<file path="src/rtl/uart_pkg.sv">
// rtl/uart_pkg.sv - shared UART state encoding and default bit timing
package uart_pkg;

    // Default bit period: 100 MHz system clock at 9600 baud
    localparam int DEFAULT_CLKS_PER_BIT = 10417;

    typedef enum logic [2:0] {
        IDLE      = 3'd0,
        START     = 3'd1,
        DATA      = 3'd2,
        STOP      = 3'd3,
        WAIT_HIGH = 3'd4
    } uart_state_t;

endpackage

</file>
<file path="src/rtl/sync2.sv">
// rtl/sync2.sv - two-flop synchronizer with selectable reset value
module sync2 #(
    parameter logic RESET_VAL = 1'b1
) (
    input  logic clk,
    input  logic rst_n,
    input  logic d,
    output logic q
);

    logic meta;

    // Two back-to-back flops so the first may resolve metastability before use
    always_ff @(posedge clk or negedge rst_n) begin
        if (!rst_n) begin
            meta <= RESET_VAL;
            q    <= RESET_VAL;
        end else begin
            meta <= d;
            q    <= meta;
        end
    end

endmodule

</file>
<file path="src/rtl/uart_receiver.sv">
// rtl/uart_receiver.sv - 8N1 UART receiver with framing check and packet counting
module uart_receiver
    import uart_pkg::*;
#(
    parameter int CLKS_PER_BIT = DEFAULT_CLKS_PER_BIT,
    parameter int PACKET_LEN   = 6
) (
    input  logic       clk,
    input  logic       reset,
    input  logic       RXD,
    output logic [7:0] data,
    output logic       data_valid,
    output logic       frame_error,
    output logic [2:0] byte_count,
    output logic       packet_done
);

    localparam int CNT_W = $clog2(CLKS_PER_BIT);
    // The counter starts at 0 on the first clock after entering START, so the
    // HALF-th clock there sees HALF-1; same reasoning for the full bit period.
    localparam logic [CNT_W-1:0] HALF_END  = CNT_W'(CLKS_PER_BIT / 2 - 1);
    localparam logic [CNT_W-1:0] BIT_END   = CNT_W'(CLKS_PER_BIT - 1);
    localparam logic [2:0]       LAST_BYTE = 3'(PACKET_LEN - 1);

    logic             rxs;
    uart_state_t      state, state_d;
    logic [CNT_W-1:0] cnt, cnt_d;
    logic [2:0]       bit_idx, bit_idx_d;
    logic [7:0]       shift_reg;
    logic             shift_en;
    logic             stop_good;
    logic             stop_bad;

    sync2 #(.RESET_VAL(1'b1)) u_rx_sync (
        .clk   (clk),
        .rst_n (reset),
        .d     (RXD),
        .q     (rxs)
    );

    // State, baud counter and bit index registers
    always_ff @(posedge clk or negedge reset) begin
        if (!reset) begin
            state   <= IDLE;
            cnt     <= '0;
            bit_idx <= '0;
        end else begin
            state   <= state_d;
            cnt     <= cnt_d;
            bit_idx <= bit_idx_d;
        end
    end

    // Next-state logic and per-cycle sample strobes
    always_comb begin
        state_d   = state;
        cnt_d     = cnt;
        bit_idx_d = bit_idx;
        shift_en  = 1'b0;
        stop_good = 1'b0;
        stop_bad  = 1'b0;
        unique case (state)
            IDLE: begin
                cnt_d     = '0;
                bit_idx_d = '0;
                if (!rxs) state_d = START;
            end
            START: begin
                if (cnt == HALF_END) begin
                    cnt_d   = '0;
                    // A line that has gone high again by mid-start was noise
                    state_d = rxs ? IDLE : DATA;
                end else begin
                    cnt_d = cnt + 1'b1;
                end
            end
            DATA: begin
                if (cnt == BIT_END) begin
                    cnt_d    = '0;
                    shift_en = 1'b1;
                    if (bit_idx == 3'd7) begin
                        bit_idx_d = '0;
                        state_d   = STOP;
                    end else begin
                        bit_idx_d = bit_idx + 3'd1;
                    end
                end else begin
                    cnt_d = cnt + 1'b1;
                end
            end
            STOP: begin
                if (cnt == BIT_END) begin
                    cnt_d = '0;
                    // Leaving at mid-stop lets an immediately following start edge be seen
                    if (rxs) begin
                        stop_good = 1'b1;
                        state_d   = IDLE;
                    end else begin
                        stop_bad = 1'b1;
                        state_d  = WAIT_HIGH;
                    end
                end else begin
                    cnt_d = cnt + 1'b1;
                end
            end
            WAIT_HIGH: begin
                // Hold off until a break ends so it is not decoded as frames
                cnt_d = '0;
                if (rxs) state_d = IDLE;
            end
            default: state_d = IDLE;
        endcase
    end

    // LSB-first deserializer
    always_ff @(posedge clk or negedge reset) begin
        if (!reset) begin
            shift_reg <= '0;
        end else if (shift_en) begin
            shift_reg <= {rxs, shift_reg[7:1]};
        end
    end

    // Registered byte, status pulses and packet position
    always_ff @(posedge clk or negedge reset) begin
        if (!reset) begin
            data        <= '0;
            data_valid  <= 1'b0;
            frame_error <= 1'b0;
            byte_count  <= '0;
            packet_done <= 1'b0;
        end else begin
            data_valid  <= stop_good;
            frame_error <= stop_bad;
            packet_done <= stop_good && (byte_count == LAST_BYTE);
            if (stop_good) begin
                data       <= shift_reg;
                byte_count <= (byte_count == LAST_BYTE) ? 3'd0 : byte_count + 3'd1;
            end else if (stop_bad) begin
                byte_count <= '0;
            end
        end
    end

endmodule

</file>
<file path="config.mk">
export PLATFORM = sky130hd
export DESIGN_NAME = uart_receiver
export DESIGN_NICKNAME = d
export VERILOG_FILES = /design/src/rtl/uart_pkg.sv /design/src/rtl/sync2.sv /design/src/rtl/uart_receiver.sv
export SDC_FILE = /design/constraint.sdc
export NUM_CORES = 1
export LEC_CHECK = 0
export CORE_AREA = 2 2 68 70
export DETAILED_ROUTE_END_ITERATION = 8
export DIE_AREA = 0 0 70 72
export GPL_ROUTABILITY_DRIVEN = 1
export PLACE_DENSITY = 0.72
export SYNTH_ARGS = -nofsm -noshare
export SYNTH_HDL_FRONTEND = slang
export SYNTH_SLANG_ARGS = --single-unit
</file>
<file path="constraint.sdc">
create_clock -name clk -period 1.7 [get_ports clk]
set_input_delay 0.255 -clock clk [delete_from_list [all_inputs] [get_ports clk]]
set_output_delay 0.255 -clock clk [all_outputs]
set_load 0.01 [all_outputs]
</file>
* After elaboration in Yosys (flattened, before gate mapping)
Cells that the tools add are included.
** Word-level totals
- Latch bits :: 0
- ROM bits :: 0
- Memory bits (writable) :: 0
- Output and inout bits :: 14
- Input bits :: 3
- Memories :: 0
- Register bits after elaboration :: 44
** Operators by class
- Bitwise gates (word level) :: 0
- $lt $le $gt $ge :: 0
- Add/subtract/negate cells :: 3
- Equal/unequal tests :: 14
- Shift-type cells :: 0
- Reduce and logical (&&, ||, !) cells :: 9
- Multiply operators :: 0
- Muxes and demuxes :: 26
- Divide/modulo/power cells :: 0
** Operators by type and width (number)
- 14-bit one-hot mux with 3 select lines :: 1
- 3-bit two-way mux :: 12
- 14-bit two-way mux :: 2
- 3-bit one-hot mux with 5 select lines :: 1
- 14-bit by 1-bit adder with 14-bit output, second input constant :: 1
- 14-bit by 13-bit == test with 1-bit output, second input constant :: 1
- 14-bit == test, second input constant :: 1
- 2-bit inequality test, second input constant :: 5
- 3-bit == test, second input constant :: 3
- 1-bit two-way mux :: 8
- 3-bit by 1-bit adder with 3-bit output, second input constant :: 2
- 3-bit by 2-bit == test with 1-bit output, second input constant :: 2
- 3-bit one-hot mux with 2 select lines :: 1
- 6-bit AND reduction :: 1
- 2-bit nonzero test :: 2
- 2-bit OR reduction :: 2
- 3-bit by 1-bit == test with 1-bit output, second input constant :: 1
- 3-bit zero test :: 1
- 3-bit nonzero test :: 1
- 2-bit two-way mux :: 1
- 2-bit by 1-bit inequality test with 1-bit output, second input constant :: 1
- 2-bit AND reduction :: 1
- 1-bit logical AND :: 1

* Depth between registers and ports, before layout
Gate-level depths: netlist of run 1.
- Depth in word-level cells :: 5
- Gate-level depth with buffers :: 7
- Depth with buffers taken out :: 6

* Hierarchy
Synthesis of run 1 repeated with hierarchy kept, for this count alone.
** Second synthesis, totals
- Cells, all modules :: 179
- Area, all modules :: 2083.2 um^2
** Modules (own cells, without submodules)
- uart_receiver :: sequential area each 1051.0 um^2, area an instance 2030.7 um^2, times used 1, cells each 177
- sync2 :: sequential area each 52.6 um^2, area an instance 52.6 um^2, times used 1, cells each 2

* Worst setup path before layout of run 1
No wires, ideal clock.
- Kind :: reg2reg
- Start point :: register state[2]
- End point :: register cnt[11]
- Arrival :: 1.697 ns
- Path buffers :: 1
- Stages on the path, launching flop included :: 6
- Required time :: 1.627 ns
- Setup slack :: -0.070 ns
- Clock period less this slack :: 1.770 ns
- Path through :: dfrtp_1 -> buf_2 -> o21a_1 -> or4_4 -> or3_1 -> a21oi_2
** On the way
- Longest elaborated chain between the ends :: 3
- Elaborated cells between the ends (all ways) :: 9
- Classes of those cells :: eq/ne (4); mux (1); reduce/logical (4)
** Ends and longest elaborated chain
- from (decl) :: line uart_receiver.sv:26 : uart_state_t state, state_d;
- from (signal assigned) :: line uart_receiver.sv:48 : state <= state_d;
- 3-bit == test, or another cell as far along :: line uart_receiver.sv:62 : unique case (state)
- 2-bit OR reduction (no line)
- 14-bit one-hot mux with 3 select lines / 3-bit nonzero test (equally long branches)
- to (signal assigned) :: line uart_receiver.sv:49 : cnt <= cnt_d;
- to (decl) :: line uart_receiver.sv:27 : logic [CNT_W-1:0] cnt, cnt_d;
Parallel ways exist; a longest one is shown, timed or not.
A chain may end at the register's enable or synchronous reset.

* Worst setup path after layout of run 1
- Start point :: register cnt[10]
- End point :: register bit_idx[1]
** On the way
- Longest elaborated chain between the ends :: 3
** Ends and longest elaborated chain
- 14-bit == test :: line uart_receiver.sv:78 : if (cnt == BIT_END) begin
- 2-bit inequality test (no line)
- 2-bit AND reduction (no line)
- to (signal assigned) :: line uart_receiver.sv:50 : bit_idx <= bit_idx_d;
- to (decl) :: line uart_receiver.sv:28 : logic [2:0] bit_idx, bit_idx_d;
Every way passes these cells.

==> metrics.md, run 1 <==
| Metric | Value |
|---|---|
| Unrepaired setup endpoints after global routing | true |
| Placed Area | 0.00256 sq mm |
| Top_reg_cell synth | dfrtp_1 |
| CTS clk-pin slew, worst paths | around 0.090 ns |
| Post-synth EDFFs | 0 |
| Vias | 1652 |
| Gr usage total | 20.0% |
| Antenna violations before repair | 0 |
| Leak | about 1.3 nW |
| Diode count | 0 |
| Iteration-0 DRC count of the detailed router | 72 |
| Clk buf depth | 2 |
| Hold wc startpoint | RXD |
| WL final | 4810 um |
| Clock Skew | ~0.0092 ns |
| Failing checks | negative setup slack |
| Reg2reg end | bit_idx[1] |
| Crit path time final | about 1.8 ns |
| Synth unique cells | between 50 and 60 |
| Psw | 411 uW |
| R2R Setup Slk | -0.07 ns |
| Pwr dens | just under 700 mW/mm^2 |
| Clock Power Share | between 40 and 50% |
| H-Tree Depth | 2 |
| Required @ worst endpoint | around 1.9 ns |
| CTS tree | yes |
| Cell Int Power | ~1.5 mW |
| Cts bufs inserted | 5 |
| # IOs | 17 |
| Routability congestion estimate | about 0.84 |
| Syn avg cell area | around 11 sq um |
| Register Area | ~0.0011 sq mm |
| Tightest Pin Transition | between 0.4 and 0.5 ns |
| Critical-path top delay cell | dfrtp_1 |
| Cells along the critical path | nor4bb_1, and4_1, buf_6, mux2_4, a22o_1 |
| Fraction of layout cells with a size suffix above 1 | a little over a third |
| Top routing layer in use | met4 |
| Final cell utilization of the core | between 60% and 70% |
| Final setup fails | 33 |
| Final Non-Filler Cells | ~290 |
| CP max FO | 8 |
| DR DRC count | 0 |
| Multi-input logic area | 0.00104 sq mm |
| Setup TNS | -1.33 ns |
| Detail Route Antenna Nets | 0 |
| Layout area overhead | 32.3% |
| Setup CP Type | flop to flop |
| Cell area after synthesis | between 0.002 and 0.0025 sq mm |
| WL met3 | between 100 and 150 um |
| FF+latch count, synth | 44 |
| Detailed placer's ending HPWL | roughly 3400 um |
| Final Cell Area | 0.00280 sq mm |
| Chip height | 72 um |
| Max-cap viol count | 0 |
| Reg2Reg Depth | 5 |
| Met2 wire length | roughly 2500 um |
| Ys Warns | 0 |
| CP Launch Type | flop |
| Net switching share of the total power | 21.5% |
| Worst Setup Slack post-DPL | -0.128 ns |
| Worst setup margin | -0.0688 ns |
| Met1 wire length | around 2100 um |
| GR Overflow Total | 0 |
| Die width | roughly 70 um |
| Clock latency on the worst-skew pair | 0.30 ns |
| Max VDD drop | 0.000407 V |
| FMAX | between 500 and 600 MHz |
| Hold crit path type | input port to flop |
| Crit end category | flop |
| FILL cells | between 300 and 400 |
| First-pass GRT wire length | roughly 7900 um |
| Flop pwr share | between 50% and 60% |
| Vias in the first global route | 1738 |
| Largest net degree at the start of global routing | 23 |
| Hold depth | 1 |
| Hold endpoint | u_rx_sync.meta |
| IO buf count | 16 |
| Worst R2R Start | cnt[10] |
| Post-synthesis sequential area ratio | between 50% and 60% |
| Core area | around 0.0043 sq mm |
| Initial Util | slightly below 50% |
| Max reg flops | 14 |
| Worst rel slew slack | between 60 and 70% |
| Die ar. | just over 0.005 sq mm |
| Final worst-path cycle share | 104% |
| Drt pass-1 iters | 4 |
| Num rows | 24 |
| Combinational Power Share | 1.5% |
| Clock sink total | 44 |
| Number of nets in the layout | around 250 |
| Final hold viol count | 0 |
| Mapped Nets | 193 |
| FFs w/ async S/R, synth | 100% |
| Placed Cells | 280 |
| Outcome | complete, but fails checks |
| Critical Path AT | approximately 2.0 ns |
| WL/cell | roughly 17 um |
| Vias per inst | roughly 5.7 |
| Critical path's largest stage delay | approximately 0.4 ns |
| CTS root buf | clkbuf_8 |
| Mapped Cells | about 190 |
| Slew Limit Fails | 0 |
==> Yosys cell counts, types with 3 or more instances <==
cell type / n / share of area, %
mux2_2: 20 / 11
xnor2_1: 4 / 1.7
xor2_1: 3 / 1.2
dfrtp_1: 42 / 50
nor2_1: 14 / 2.5
a21oi_1: 3 / 0.71
o21ai_0: 6 / 1.4
nand2_1: 11 / 2.0
inv_1: 9 / 1.6
a22o_1: 5 / 2.1
nor2b_1: 4 / 1.2
nand3_1: 6 / 1.4
nand4_1: 6 / 1.8
ha_1: 4 / 2.4
or4_1: 3 / 1.1
==> cells in the final DEF (no fill, tap or decap), drive strengths merged, types with 3 or more instances in the layout <==
cell	instances
or4	4
a22o	5
xor2	3
nand4	9
ha	4
inv	10
nand2	11
nand3	7
nor2	14
a21oi	5
clkbuf	5
xnor2	4
o21ai	7
clkdlybuf4s50	15
dfrtp	42
mux2	20
nor2b	4
buf	35
==> stage by stage <==
| step | power [mW] | hold slack (ns) |
|---|---|---|
| 6_report | 1.91 | 0.358 |
| 5_1_grt | 1.98 | 0.344 |
| 4_1_cts | 1.93 | 0.352 |
| 3_5_place_dp | 1.10 | 0.249 |
| 3_3_place_gp | 1.10 | 0.235 |
| 2_1_floorplan | 1.08 | -0.0406 |
==> cell families after synthesis <==
logic type / count (synthesis) / synth area share, %
simple gates: 65 / 18.7
flops: 44 / 52.2
compound gates: 29 / 9.64
mux: 21 / 11.1
buf+inv: 16 / 3.13
xor+xnor: 7 / 2.90
fa+ha+maj: 4 / 2.37
==> final cells by class <==
type                    count  share of cell area, %
flip-flops and latches     44                   39.4
clock buffers               5                   2.46
multi-input cells         127                   37.3
inverters                   9                   1.21
well taps                  52                   2.32
repair buffers             51                   15.7
clock inverters             3                   1.65
==> power groups by stage <==
stage / registers (mW) / logic (mW) / clock network [mW]
floorplan: 1.07 / 0.00409 / 0
global placement: 1.07 / 0.0281 / 0
detailed placement: 1.08 / 0.0297 / 0
CTS: 1.06 / 0.0316 / 0.840
global route: 1.06 / 0.0348 / 0.892
finish: 1.06 / 0.0296 / 0.827
==> worst max-delay path by stage <==
stage | startpoint | end | slack, ns | depth (start not counted)
floorplan | state[1] | cnt[11] | 0.001 | 4
global placement | cnt[0] | data[6] | -0.08 | 7
detailed placement | cnt[0] | data[5] | -0.13 | 7
CTS | cnt[9] | cnt[10] | -0.07 | 6
global route | cnt[9] | cnt[10] | -0.19 | 6
finish | cnt[10] | bit_idx[1] | -0.07 | 5
==> worst max-delay path, delay by kind of cell, from the launching register on <==
family	cells	cell delay (ns)
and+or+nand+nor	2	0.60
DFF	1	0.40
muxes	1	0.31
buffers and inverters	1	0.18
AOI/OAI and AO/OA	1	0.18
==> metal layers <==
layer	global-route usage, %	vias up
li1	-	790
met1	24.0	833
met2	35.7	22
met3	4.86	7
met4	6.41	0
met5	0	-
==> timing repair <==
action / in CTS / in global routing
hold buffers: 1 / 0
pin swaps: 3 / 5
cloned: 1 / 0
buffers inserted: 0 / 1
gates resized for setup: 13 / 8
endpoints found under the setup margin: 38 / 38
hold endpoints to repair: 19 / 0
No activity file was read; power rests on OpenSTA's default activity.
==> inputs of run 2 (changes only) <==
--- a/config.mk
+++ b/config.mk
@@ -8,7 +8,7 @@
 export CORE_AREA = 2 2 68 70
 export DETAILED_ROUTE_END_ITERATION = 8
 export DIE_AREA = 0 0 70 72
-export GPL_ROUTABILITY_DRIVEN = 1
+export GPL_ROUTABILITY_DRIVEN = 0
 export PLACE_DENSITY = 0.72
 export SYNTH_ARGS = -nofsm -noshare
 export SYNTH_HDL_FRONTEND = slang
==> metrics.md, run 2 (same netlist as run 1, synthesis figures left out) <==
| Metric | Value |
|---|---|
| Hold depth | 0 |
| CP Launch Type | flop |
| Clock latency on the worst-skew pair | roughly 0.30 ns |
| Clk buf depth | 2 |
| Final Cell Area | ~0.0028 sq mm |
| Worst Setup Slack post-DPL | -0.231 ns |
| Register Area | 0.00110 sq mm |
| CTS tree | yes |
| Final setup fails | 35 |
| Setup CP Type | flop to flop |
| GR Layer Usage met3 | around 5% |
| Diode count | 0 |
| Combinational Power Share | under 10% |
| # IOs | 17 |
| Pwr dens | 613 mW/mm^2 |
| Die width | 70 um |
| Hold wc startpoint | u_rx_sync.meta |
| First-pass GRT wire length | approximately 8600 um |
| Slew Limit Fails | 0 |
| WL final | 5210 um |
| Largest net degree at the start of global routing | 24 |
| Max reg flops | 14 |
| Worst setup margin | -0.158 ns |
| Reg2reg end | bit_idx[1] |
| Max-cap viol count | 0 |
| Cts bufs inserted | 5 |
| IO buf count | 16 |
| Clock Skew | 0.00850 ns |
| FILL cells | about 330 |
| Vias | about 1.7k |
| GR Overflow Total | 0 |
| DR DRC count | 0 |
| Vias per inst | between 5 and 6 |
| Max VDD drop | 0.000398 V |
| Drt pass-1 iters | 4 |
| R2R Setup Slk | -0.16 ns |
| Outcome | complete, but fails checks |
| Hold WS | approximately 0.36 ns |
| Num rows | 24 |
| Tightest Pin Transition | around 0.54 ns |
| Fraction of layout cells with a size suffix above 1 | 37.7% |
| Critical Path AT | between 2 and 2.5 ns |
| CTS root buf | clkbuf_8 |
| Crit path time final | 1.86 ns |
| Multi-input logic area | 0.00110 sq mm |
| Gr usage total | 22.0% |
| Commonest non-fill, non-tap cell in the layout | dfrtp_1 |
| Clock Power Share | 37.5% |
| Initial Util | between 40% and 50% |
| Required @ worst endpoint | about 1.9 ns |
| Worst rel slew slack | between 60 and 70% |
| WL/cell | ~18 um |
| Clock sink total | 44 |
| Net switching share of the total power | 22.6% |
| Antenna violations before repair | 0 |
| Detailed placer's ending HPWL | 3540 um |
| Layout area overhead | 34.1% |
| FMAX | approximately 540 MHz |
| Core area | around 0.0043 sq mm |
| Crit end category | flop |
| Final worst-path cycle share | 109% |
| H-Tree Depth | 2 |
| Most frequent cells in the layout | 42 x dfrtp_1, 29 x buf_4, 17 x mux2_2 |
| Chip height | slightly above 70 um |
| Number of nets in the layout | 245 |
| CTS clk-pin slew, worst paths | about 0.090 ns |
| CP max FO | 8 |
| Setup TNS | -4.08 ns |
| Worst R2R Start | cnt[9] |
| Hold crit path type | flop to flop |
| Reg2Reg Depth | 6 |
| Placed Area | between 0.002 and 0.003 sq mm |
| Unrepaired setup endpoints after global routing | true |
| Flop pwr share | between 60% and 70% |
| Hold endpoint | u_rx_sync.q |
| GRT busiest layer | met2 |
| Detail Route Antenna Nets | 0 |
| Vias in the first global route | 1816 |
| GR Util met1 | about 24% |
| Cell Int Power | approximately 1.3 mW |
| Final hold viol count | 0 |
| Failing checks | negative setup slack |
| Psw | between 300 and 400 uW |
| Iteration-0 DRC count of the detailed router | 90 |
| Die ar. | 0.00504 sq mm |
| Met2 Usage GRT | between 40% and 50% |
| Leak | approximately 1.3 nW |
run 2: stage by stage:
step	util [%]	total power, mW	instances
after floorplan	-	1.08	186
after CTS	65.4	1.75	289
after global placement	59.8	1.11	277
final	66.5	1.74	291
after detailed placement	59.8	1.11	277
after global routing	66.5	1.80	291
run 2: how the worst max path moves through the flow:
| stage | start | endpoint | slack, ns | depth (start not counted) |
|---|---|---|---|---|
| after detailed placement | cnt[10] | data[5] | -0.23 | 5 |
| final | cnt[9] | bit_idx[1] | -0.16 | 6 |
| after CTS | cnt[9] | cnt[7] | -0.1 | 6 |
| after floorplan | state[1] | cnt[11] | 0.001 | 4 |
| after global placement | cnt[0] | data[7] | -0.06 | 7 |
| after global routing | cnt[8] | cnt[9] | -0.21 | 6 |
run 2: power groups by stage:
| stage | Combinational (mW) | Sequential [mW] | Clock [mW] |
|---|---|---|---|
| 3_3_place_gp | 0.0303 | 1.07 | 0 |
| 6_report | 0.0320 | 1.06 | 0.652 |
| 3_5_place_dp | 0.0315 | 1.08 | 0 |
| 4_1_cts | 0.0337 | 1.06 | 0.658 |
| 2_1_floorplan | 0.00409 | 1.07 | 0 |
| 5_1_grt | 0.0364 | 1.06 | 0.703 |
run 2: area by class of cell:
| class | instances | area share, % |
|---|---|---|
| clock inverter | 2 | 0.441 |
| inverter | 9 | 1.19 |
| multi-input combinational | 127 | 38.8 |
| timing repair buffer | 51 | 15.8 |
| sequential | 44 | 38.9 |
| tap | 52 | 2.29 |
| clock buffer | 6 | 2.56 |
run 2: per-layer routing:
| layer | up-vias | part of all wire, % |
|---|---|---|
| li1 | 781 | - |
| met1 | 865 | 40 |
| met2 | 37 | 53 |
| met3 | 17 | 3.8 |
| met4 | 0 | 2.7 |
| met5 | - | 0 |
run 2: repair_timing:
action | CTS | global route
cloned | 2 | 0
endpoints found under the hold margin | 21 | 0
setup buffers | 1 | 2
setup endpoints to repair | 40 | 40
hold buffers | 1 | 0
pin swaps | 8 | 7
gates resized for setup | 26 | 7
run 2: worst max-delay path, cell delays in order (launching register included):
cell	delay, ns
dfrtp_1	0.43
nor4b_4	0.30
buf_4	0.16
and4_1	0.19
buf_6	0.18
mux2_4	0.31
a22o_1	0.18
